### src/rtl/rename_dispatch_queue_pkg.sv
// Shared types and defaults for the rename-to-dispatch queue.
package rename_dispatch_queue_pkg;

  localparam int unsigned RD_QUEUE_WIDTH = 2;
  localparam int unsigned RD_QUEUE_DEPTH = 8;

  typedef enum logic [2:0] {
    FU_ALU, FU_MUL, FU_DIV, FU_LD, FU_ST, FU_BR, FU_FPU, FU_CSR
  } fu_e;

  typedef struct packed {
    logic [7:0] opcode;
    fu_e        fu;
    logic [6:0] pdst;
    logic [6:0] psrc1;
    logic [6:0] psrc2;
  } Disp_uOP;

  // Valid lanes must form a run starting at lane 0 (0..01..1).
  function automatic logic lanes_contiguous(input logic [31:0] v);
    return (v & (v + 32'd1)) == '0;
  endfunction

endpackage

### src/rtl/rename_dispatch_queue_if.sv
// Rename/dispatch handshake bundle; master = rename+dispatch, slave = queue.
interface rename_dispatch_queue_if
  import rename_dispatch_queue_pkg::*;
#(
  parameter int unsigned WIDTH = RD_QUEUE_WIDTH,
  parameter int unsigned DEPTH = RD_QUEUE_DEPTH
);
  logic                           flush;
  Disp_uOP [WIDTH-1:0]            enq_uop;
  logic [WIDTH-1:0]               enq_valid;
  logic                           enq_ready;
  Disp_uOP [WIDTH-1:0]            deq_uop;
  logic [WIDTH-1:0]               deq_valid;
  logic [$clog2(WIDTH+1)-1:0]     deq_take;
  logic [$clog2(DEPTH+1)-1:0]     count;

  modport master (
    output flush, enq_uop, enq_valid, deq_take,
    input  enq_ready, deq_uop, deq_valid, count
  );

  modport slave (
    input  flush, enq_uop, enq_valid, deq_take,
    output enq_ready, deq_uop, deq_valid, count
  );
endinterface

### src/rtl/rename_dispatch_queue_rdq_ptr_adv.sv
// Lane popcount and modulo-DEPTH pointer advance, shared by head and tail.
module rdq_ptr_adv #(
  parameter int unsigned WIDTH = 2,
  parameter int unsigned DEPTH = 8
) (
  input  logic [$clog2(DEPTH)-1:0]   ptr_i,
  input  logic [WIDTH-1:0]           lanes_i,
  output logic [$clog2(WIDTH+1)-1:0] cnt_o,
  output logic [$clog2(DEPTH)-1:0]   ptr_o
);
  localparam int unsigned PW = $clog2(DEPTH);
  localparam int unsigned TW = $clog2(WIDTH+1);

  always_comb begin
    cnt_o = '0;
    for (int unsigned i = 0; i < WIDTH; i++) begin
      cnt_o = cnt_o + TW'(lanes_i[i]);
    end
    // DEPTH is a power of two, so natural overflow is the modulo wrap.
    ptr_o = ptr_i + PW'(cnt_o);
  end
endmodule

### src/rtl/rename_dispatch_queue.sv
// Multi-lane in-order rename->dispatch circular queue.
// Define RD_QUEUE_PERF_EN to add the stall_cycles performance counter.
module rename_dispatch_queue
  import rename_dispatch_queue_pkg::*;
#(
  parameter int unsigned WIDTH = RD_QUEUE_WIDTH,
  parameter int unsigned DEPTH = RD_QUEUE_DEPTH
) (
  input  logic clk,
  input  logic rst,
`ifdef RD_QUEUE_PERF_EN
  output logic [31:0] stall_cycles,
`endif
  rename_dispatch_queue_if.slave q
);
  localparam int unsigned PW = $clog2(DEPTH);
  localparam int unsigned CW = $clog2(DEPTH+1);
  localparam int unsigned TW = $clog2(WIDTH+1);
  localparam logic [CW-1:0] ENQ_LIMIT = CW'(DEPTH - WIDTH);

  logic [PW-1:0]    head_q, head_d, tail_q, tail_d;
  logic [PW-1:0]    head_adv, tail_adv;
  logic [CW-1:0]    count_q, count_d;
  logic [TW-1:0]    enq_cnt, deq_cnt;
  logic [WIDTH-1:0] enq_fire, take_lanes;
  logic             enq_ready_w;
  Disp_uOP          mem_q [DEPTH];

  // Ready depends on registered occupancy only; space freed by a same-cycle
  // take is not visible until the next cycle.
  assign enq_ready_w = (count_q <= ENQ_LIMIT);
  assign enq_fire    = q.enq_valid & {WIDTH{enq_ready_w}};

  always_comb begin
    take_lanes = '0;
    for (int unsigned i = 0; i < WIDTH; i++) begin
      take_lanes[i] = (TW'(i) < q.deq_take);
    end
  end

  rdq_ptr_adv #(.WIDTH(WIDTH), .DEPTH(DEPTH)) u_tail_adv (
    .ptr_i   (tail_q),
    .lanes_i (enq_fire),
    .cnt_o   (enq_cnt),
    .ptr_o   (tail_adv)
  );

  rdq_ptr_adv #(.WIDTH(WIDTH), .DEPTH(DEPTH)) u_head_adv (
    .ptr_i   (head_q),
    .lanes_i (take_lanes),
    .cnt_o   (deq_cnt),
    .ptr_o   (head_adv)
  );

  always_comb begin
    head_d  = head_adv;
    tail_d  = tail_adv;
    count_d = count_q + CW'(enq_cnt) - CW'(deq_cnt);
    if (q.flush) begin
      head_d  = '0;
      tail_d  = '0;
      count_d = '0;
    end
  end

  always_ff @(posedge clk) begin
    if (rst) begin
      head_q  <= '0;
      tail_q  <= '0;
      count_q <= '0;
    end else begin
      head_q  <= head_d;
      tail_q  <= tail_d;
      count_q <= count_d;
    end
  end

  always_ff @(posedge clk) begin
    for (int unsigned i = 0; i < WIDTH; i++) begin
      if (enq_fire[i]) begin
        mem_q[tail_q + PW'(i)] <= q.enq_uop[i];
      end
    end
  end

  always_comb begin
    q.deq_valid = '0;
    q.deq_uop   = '0;
    for (int unsigned i = 0; i < WIDTH; i++) begin
      q.deq_valid[i] = (count_q > CW'(i));
      q.deq_uop[i]   = mem_q[head_q + PW'(i)];
    end
  end

  assign q.enq_ready = enq_ready_w;
  assign q.count     = count_q;

`ifdef RD_QUEUE_PERF_EN
  logic [31:0] stall_q;

  // Survives flush on purpose: it measures rename back-pressure over time.
  always_ff @(posedge clk) begin
    if (rst) begin
      stall_q <= '0;
    end else if (q.enq_valid[0] && !enq_ready_w && (stall_q != '1)) begin
      stall_q <= stall_q + 32'd1;
    end
  end

  assign stall_cycles = stall_q;
`endif

`ifndef SYNTHESIS
  logic [TW-1:0] avail;
  assign avail = (count_q >= CW'(WIDTH)) ? TW'(WIDTH) : TW'(count_q);

  a_take_legal: assert property (@(posedge clk) disable iff (rst || q.flush)
    q.deq_take <= avail);
  a_enq_contig: assert property (@(posedge clk) disable iff (rst)
    lanes_contiguous(32'(q.enq_valid)));
`endif

endmodule
### src/flat_wrapper.sv
// flat-port wrapper written by rule: the top's interface ports become plain ports
module rename_dispatch_queue_flat import rename_dispatch_queue_pkg::*;
#(
  parameter int unsigned WIDTH = RD_QUEUE_WIDTH,
  parameter int unsigned DEPTH = RD_QUEUE_DEPTH
)
  (clk, rst, q_flush, q_enq_uop, q_enq_valid, q_deq_take, q_enq_ready, q_deq_uop, q_deq_valid, q_count);
  rename_dispatch_queue_if #(.WIDTH(WIDTH), .DEPTH(DEPTH)) q_i ();
  input  logic clk;
  input  logic rst;
  input wire logic [$bits(q_i.flush)-1:0] q_flush;
  input wire logic [$bits(q_i.enq_uop)-1:0] q_enq_uop;
  input wire logic [$bits(q_i.enq_valid)-1:0] q_enq_valid;
  input wire logic [$bits(q_i.deq_take)-1:0] q_deq_take;
  output wire logic [$bits(q_i.enq_ready)-1:0] q_enq_ready;
  output wire logic [$bits(q_i.deq_uop)-1:0] q_deq_uop;
  output wire logic [$bits(q_i.deq_valid)-1:0] q_deq_valid;
  output wire logic [$bits(q_i.count)-1:0] q_count;
  assign q_i.flush = q_flush;
  assign q_i.enq_uop = q_enq_uop;
  assign q_i.enq_valid = q_enq_valid;
  assign q_i.deq_take = q_deq_take;
  assign q_enq_ready = q_i.enq_ready;
  assign q_deq_uop = q_i.deq_uop;
  assign q_deq_valid = q_i.deq_valid;
  assign q_count = q_i.count;
  rename_dispatch_queue #(.WIDTH(WIDTH), .DEPTH(DEPTH)) u_core (.clk(clk), .rst(rst), .q(q_i));
endmodule
### config.mk
export PLATFORM = sky130hd
export DESIGN_NAME = rename_dispatch_queue_flat
export DESIGN_NICKNAME = d
export VERILOG_FILES = /design/src/rtl/rename_dispatch_queue_pkg.sv /design/src/rtl/rename_dispatch_queue_if.sv /design/src/rtl/rename_dispatch_queue_rdq_ptr_adv.sv /design/src/rtl/rename_dispatch_queue.sv /design/src/flat_wrapper.sv
export SDC_FILE = /design/constraint.sdc
export NUM_CORES = 1
export LEC_CHECK = 0
export ABC_AREA = 1
export BUFFER_PORTS_ARGS = -buffer_cell sky130_fd_sc_hd__clkbuf_2
export CAP_MARGIN = 15
export CORE_UTILIZATION = 55
export DETAILED_ROUTE_END_ITERATION = 7
export PLACE_DENSITY_LB_ADDON = 0.08
export SLEW_MARGIN = 30
export SYNTH_ARGS = -nofsm -noshare
export SYNTH_HDL_FRONTEND = slang
export SYNTH_SLANG_ARGS = --single-unit
### constraint.sdc
create_clock -name clk -period 4.8 [get_ports clk]
set_input_delay 1.44 -clock clk [delete_from_list [all_inputs] [get_ports clk]]
set_output_delay 1.44 -clock clk [all_outputs]
set_load 0.03 [all_outputs]
==> results of run 1 <==
==> through the flow <==
| step | hold slack (ns) | total power, W | std cells | utilization |
|---|---|---|---|---|
| after floorplan | 0.6180 | 0.004365 | 2366 | - |
| after global placement | 0.6488 | 0.004913 | 2771 | 0.5824 |
| after detailed placement | 0.6542 | 0.004968 | 2776 | 0.5861 |
| after CTS | 0.6684 | 0.007049 | 2829 | 0.6133 |
| after global routing | 0.7028 | 0.007360 | 2830 | 0.6143 |
| final | 0.6713 | 0.007045 | 2830 | 0.6143 |
==> power groups by stage <==
| stage | Clock, W | Combinational [W] | Sequential (W) |
|---|---|---|---|
| global placement | 0 | 0.00198 | 0.00293 |
| CTS | 0.00212 | 0.00204 | 0.00288 |
| finish | 0.00210 | 0.00205 | 0.00289 |
| global route | 0.00221 | 0.00224 | 0.00290 |
| detailed placement | 0 | 0.00204 | 0.00293 |
| floorplan | 0 | 0.00144 | 0.00293 |
==> routing by layer <==
layer | part of all wire | vias to the layer above | track usage
met5 | 0 | - | 0
met4 | 0.028 | 0 | 0.1146
met3 | 0.089 | 112 | 0.03832
met2 | 0.47 | 846 | 0.5514
met1 | 0.41 | 7851 | 0.4566
li1 | - | 7859 | -
==> layout make-up <==
type | count | area (um2) | share of cell area
clock inverters | 16 | 68.82 | 0.003523
clock buffers | 37 | 798.3 | 0.04086
inverters | 192 | 729.5 | 0.03734
well taps | 435 | 544.3 | 0.02786
multi-input cells | 1699 | 8312 | 0.4255
flip-flops and latches | 266 | 7894 | 0.4041
repair buffers | 185 | 1189 | 0.06085
==> final timing paths <==
| kind | to | slack (ns) | cells past startpoint |
|---|---|---|---|
| min | u_core.tail_q[2]$_SDFF_PP0_ | 0.67 | 2 |
| max reg2reg | u_core.mem_q[7][5]$_DFFE_PP_ | 1.64 | 8 |
| max | q_deq_uop[40] | 0.48 | 8 |
| min reg2reg | u_core.tail_q[2]$_SDFF_PP0_ | 0.67 | 2 |
==> cell usage after synthesis (all sizes together) <==
library cell | count | area, um2
a21o | 1 | 7.510
a21oi | 35 | 175.2
buf | 112 | 648.1
clkbuf | 97 | 401.6
clkinv | 1 | 3.750
dfxtp | 10 | 200.2
edfxtp | 256 | 7687
fa | 4 | 80.08
ha | 12 | 150.1
inv | 191 | 716.9
nand2 | 1074 | 4036
nand3 | 149 | 745.7
nand4 | 4 | 25.02
nor2 | 28 | 145.1
o211ai | 224 | 1682
o21ai | 36 | 180.2
o21bai | 128 | 960.9
xnor2 | 2 | 25.03
xor2 | 2 | 17.52
==> logic make-up (layout without fill, tap and decap cells) <==
| family | after synthesis | count (layout) |
|---|---|---|
| fa+ha+maj | 16 | 16 |
| compound gates | 424 | 424 |
| xor+xnor | 4 | 4 |
| buf+inv | 401 | 430 |
| simple gates | 1255 | 1255 |
| flops | 266 | 266 |
==> cells in the final DEF (no fill, tap or decap), types with 4 or more instances in the layout <==
master / count
ha_1: 11
clkbuf_16: 31
clkinv_2: 8
nand3_1: 148
clkbuf_1: 6
fa_1: 4
dfxtp_1: 7
edfxtp_1: 256
clkinv_1: 10
a21oi_1: 35
nor2_4: 4
buf_4: 32
nor2_2: 4
buf_16: 4
nor2_1: 20
buf_12: 4
o21ai_0: 32
inv_1: 186
nand2_1: 1072
o21ai_4: 4
clkbuf_2: 141
o21bai_1: 128
nand4_1: 4
o211ai_1: 224
==> worst reg2reg max path: stages (launching register included) <==
cell	delay, ns
dfxtp_1	0.36
inv_1	0.09
ha_1	0.20
nand3_1	0.14
nand3_4	0.34
inv_4	0.42
nand2_1	0.62
nand2_1	0.28
buf_4	0.37
==> flip-flops by register name (all words and copies together), names as in the netlist <==
name	flops
u_core.mem_q	256
u_core.tail_q	3
u_core.head_q	3
u_core.q.count	4
==> impl_metrics.toml, run 1 <==
[status]
status = "finished clean"

[cts]
cts_tree = "yes"
cts_resized = 0
clock-sinks = 266
cts_setup_buffers = 0
cts_max_level = 1
cts_max_path_buffers = 3
cts_hold_buf = 0
cts_buffers = 30
cts.clk_slew.worst_paths_ns = 0.06
clk_latency_ns = 0.57
root_buffer = "clkbuf_16"

[place]
numPortBuffers = 141
dp_hpwl_mm = 33.23
dpl_cell_area_um2 = 18640
dp_worst_setup_slack_ns = 0.8938
gp_congestion = 0.8154

[logic_synthesis]
synth-compound-area-share = 0.1680
synth_area_um2 = 17890
synth_top_family_by_area = "simple AND/OR/NAND/NOR gates"
ys_seq_area_frac = 0.4409
synth_xor_area_frac = 0.002378
synthCells = 2366
yosys.area_share.simple = 0.2768
synthDistinctLibCells = 29
synth_nets = 2453
ys_ff_latch = 266
syn_avg_cell_area_um2 = 7.561
ys.warnings.count = 0
synth.area.mux_share = 0
synthAdderAreaFrac = 0.01287

[setup_path]
cpMostUsedCell = "nand2_1"
slowest_delay_ns = 0.58
startpoint = "u_core.head_q[0]$_SDFF_PP0_"
path_max_fanout = 30
cp-start-kind = "flip-flop"
critPathRequiredTime_ns = 3.36
crit_type = "flip-flop to output port"
crit_buf_inv = 3
crit_chain = "ha_4 -> inv_1 -> buf_12 -> o211ai_1 -> nand2_1 -> nand2_1 -> nand2_1 -> clkbuf_2"
cp-end-kind = "output port"
cp.arrival_ns = 2.88
cp_top_family = "buffers and inverters"
reg2reg_from = "u_core.q.count[3]$_SDFF_PP0_"
critPathSlowestCell = "dfxtp_4"

[power]
p_int_w = 0.004524
switching_share = 0.3579
p_clk_frac = 0.299
comb_power_share = 0.291
p_leak_nw = 8.805
powerDensity_nw_per_um2 = 360.7
power_frac_seq = 0.410
p_sw_w = 0.002522
ir_worst_vdd_uv = 322.9

[floorplan]
num_rows = 65
fp.dieW_um = 182.3
ios = 142
die_area_um2 = 33250
start_util = 0.5625
core_um2 = 31800
die_y_um = 182.3

[cells_and_area]
finish.instance_area_um2 = 19540
nets = 2461
area_growth_pct = 9.205
antenna_cells = 0
drive_gt1_frac = 0.1035
fillers = 2852

[global_routing]
grt_start_max_net_pins = 116
grt_pass1_vias = 16040
grt_pass1_wl_mm = 86.73
overflow = 0
grt_usage = 0.3338
antenna_found_initial = 0

[worst_hold_path]
hp-class = "flip-flop to flip-flop"
hold_start = "u_core.tail_q[2]$_SDFF_PP0_"

[timing]
worstMarginPinSlew_ns = 0.9354
rsz0062_at_grt = "false"
setup_ws_ns = 0.4827
final.setup_skew_ns = 0.01425
maxSlewHeadroom = 0.3764
max_freq_mhz = 231.6
setup_viol = 0
hold_viol = 0
slew_violations = 0
tns_ns = 0
period_share = 0.8994
min_period_ns = 4.317

[routing]
ant_nets = 0
drt_iter0_drc = 2017
totalWireLength_mm = 55.21
num_vias = 16670
wire_per_inst_um = 19.51
via_per_inst = 5.890
firstDrtPassIters = 6
drc = 0

[run]
maxCapViolations = 0
Power figures use the tool's default switching activity.
==> run 2, diff against run 1 <==
--- a/config.mk
+++ b/config.mk
@@ -5,7 +5,6 @@
 export SDC_FILE = /design/constraint.sdc
 export NUM_CORES = 1
 export LEC_CHECK = 0
-export ABC_AREA = 1
 export BUFFER_PORTS_ARGS = -buffer_cell sky130_fd_sc_hd__clkbuf_2
 export CAP_MARGIN = 15
 export CORE_UTILIZATION = 55
==> impl_metrics.toml, run 2 <==
[cells_and_area]
multi_input_area_um2 = 7631
largest_register_ffs = 256
stdcell_count = 1405
area_growth_pct = 12.19
seq_area_um2 = 7896
final_util = 0.6275
fillers = 2080
nets = 1084
final_cell_mix = "edfxtp_1, mux2_2, clkbuf_2"
regMostFlops = "u_core.mem_q"
drive_gt1_frac = 0.6614
layout_commonest_cell = "edfxtp_1"

[timing]
tns_ns = 0
timing.hold.ws_ns = 0.6941
final.setup_skew_ns = 0.01087
max_freq_mhz = 236.9
hold_viol = 0
slew_violations = 0
rsz0062_at_grt = "false"
min_period_ns = 4.221
period_share = 0.8793
maxSlewHeadroom = 0.4283
setup_viol = 0
worstMarginPinSlew_ns = 0.8575

[setup_path]
path_max_fanout = 43
slowest_delay_ns = 0.77
critPathRequiredTime_ns = 3.36
cp-end-kind = "output port"
crit_chain = "ha_4 -> buf_12 -> mux4_2 -> mux2_2 -> clkbuf_2"
crit_type = "flip-flop to output port"
cp.arrival_ns = 2.78
cp-start-kind = "flip-flop"
critPathSlowestCell = "ha_4"

[logic_synthesis]
synth_nets = 956
synth_area_leaders = "edfxtp_1, mux4_2, mux2_2"
synth-async-reset-ratio = 0
synth_top_flop_cell = "edfxtp_1"
synthCells = 869
ys_ff_latch = 266
synth_top_area_share = 0.4775
ys.warnings.count = 0
syn_avg_cell_area_um2 = 18.52
yosysTopAreaCell = "edfxtp_1"
ys_top_cells_by_count = "edfxtp_1, mux2_2, mux2_4"
synth_edf_count = 256
yosysMostFrequentCell = "edfxtp_1"
synth_area_um2 = 16100
ys_seq_area_frac = 0.4900
synthDistinctLibCells = 36

[place]
place_inst = 1349
gp_congestion = 0.8124
dp_hpwl_mm = 22.73
numPortBuffers = 141

[global_routing]
antenna_found_initial = 3
top_usage_layer = "met2"
overflow = 0
use_met2 = 0.4711
grt_pass1_wl_mm = 58.56
grt_start_max_net_pins = 130
grt.met1_usage = 0.3335
grt_pass1_vias = 9540
grt_usage = 0.2625
use_met3 = 0.05101

[cts]
root_buffer = "clkbuf_16"
cts_hold_buf = 0
cts.clk_slew.worst_paths_ns = 0.06
clk_latency_ns = 0.56
cts_resized = 0
cts_max_level = 1
cts_tree = "yes"
cts_buffers = 30
cts_max_path_buffers = 3
clock-sinks = 266
cts_setup_buffers = 0

[floorplan]
fp.dieW_um = 173.1
die_area_um2 = 29960
core_um2 = 28780
num_rows = 62
start_util = 0.5593
die_y_um = 173.1
ios = 142

[routing]
via_per_inst = 6.344
drc = 0
totalWireLength_mm = 38.79
firstDrtPassIters = 4
drt_iter0_drc = 696
num_vias = 8913
wire_per_inst_um = 27.61
ant_nets = 0

[power]
p_leak_nw = 6.320
switching_share = 0.3005
p_total_w = 0.007341
ir_worst_vdd_uv = 404.2
p_clk_frac = 0.315
power_frac_seq = 0.407
p_int_w = 0.005135
powerDensity_nw_per_um2 = 406.5
comb_power_share = 0.278
p_sw_w = 0.002206

[run]
maxCapViolations = 0

[worst_hold_path]
hp-class = "flip-flop to flip-flop"

[status]
status = "finished clean"
==> run 2: worst paths after layout <==
path	from	end	slack [ns]	cells past startpoint
min reg2reg	u_core.tail_q[2]$_SDFF_PP0_	u_core.tail_q[2]$_SDFF_PP0_	0.69	2
max	u_core.head_q[0]$_SDFF_PP0_	q_deq_uop[37]	0.58	5
min	u_core.tail_q[2]$_SDFF_PP0_	u_core.tail_q[2]$_SDFF_PP0_	0.69	2
max reg2reg	u_core.q.count[3]$_SDFF_PP0_	u_core.q.count[3]$_SDFF_PP0_	1.50	16
==> run 2: logic make-up after synthesis <==
family,after synthesis,synth area share
XOR/XNOR,7,0.003809
AO/OA/AOI/OAI,12,0.006062
AND/OR/NAND/NOR,33,0.01174
flip-flops,266,0.4900
adder cells (fa/ha/maj),16,0.01430
multiplexers,449,0.4336
buffers and inverters,86,0.04049
==> run 2: through the flow <==
stage	setup WS [ns]	instance area, um2
finish	0.5794	18060
detailed placement	1.132	17060
global route	0.4739	18060
floorplan	0.5108	16110
global placement	1.158	17050
CTS	0.5538	18050
==> run 2: final cells by class <==
cell class	count	area share
repair buffers	166	0.05501
diodes	2	0.0002771
multi-input cells	517	0.4225
flip-flops and latches	266	0.4372
inverters	16	0.003325
well taps	384	0.02660
clock inverters	20	0.01143
clock buffers	34	0.04358
==> run 2: power groups by stage <==
stage / combinational, W / sequential, W / clock, W
2_1_floorplan: 0.00145 / 0.00300 / 0
3_3_place_gp: 0.00201 / 0.00301 / 0
3_5_place_dp: 0.00205 / 0.00303 / 0
4_1_cts: 0.00206 / 0.00299 / 0.00235
5_1_grt: 0.00216 / 0.00301 / 0.00244
6_report: 0.00204 / 0.00299 / 0.00231
==> run 2: critical path, delay by kind of cell, from the launching register on <==
| kind | cells | cell delay (ns) |
|---|---|---|
| DFF | 1 | 0.36 |
| buffers and inverters | 2 | 0.46 |
| muxes | 2 | 0.61 |
| adders and majority gates | 1 | 0.77 |
==> run 2: per-layer routing <==
metal,vias up,wire [um]
li1,3846,-
met1,4715,15460
met2,304,20190
met3,46,2578
met4,2,546
met5,-,13
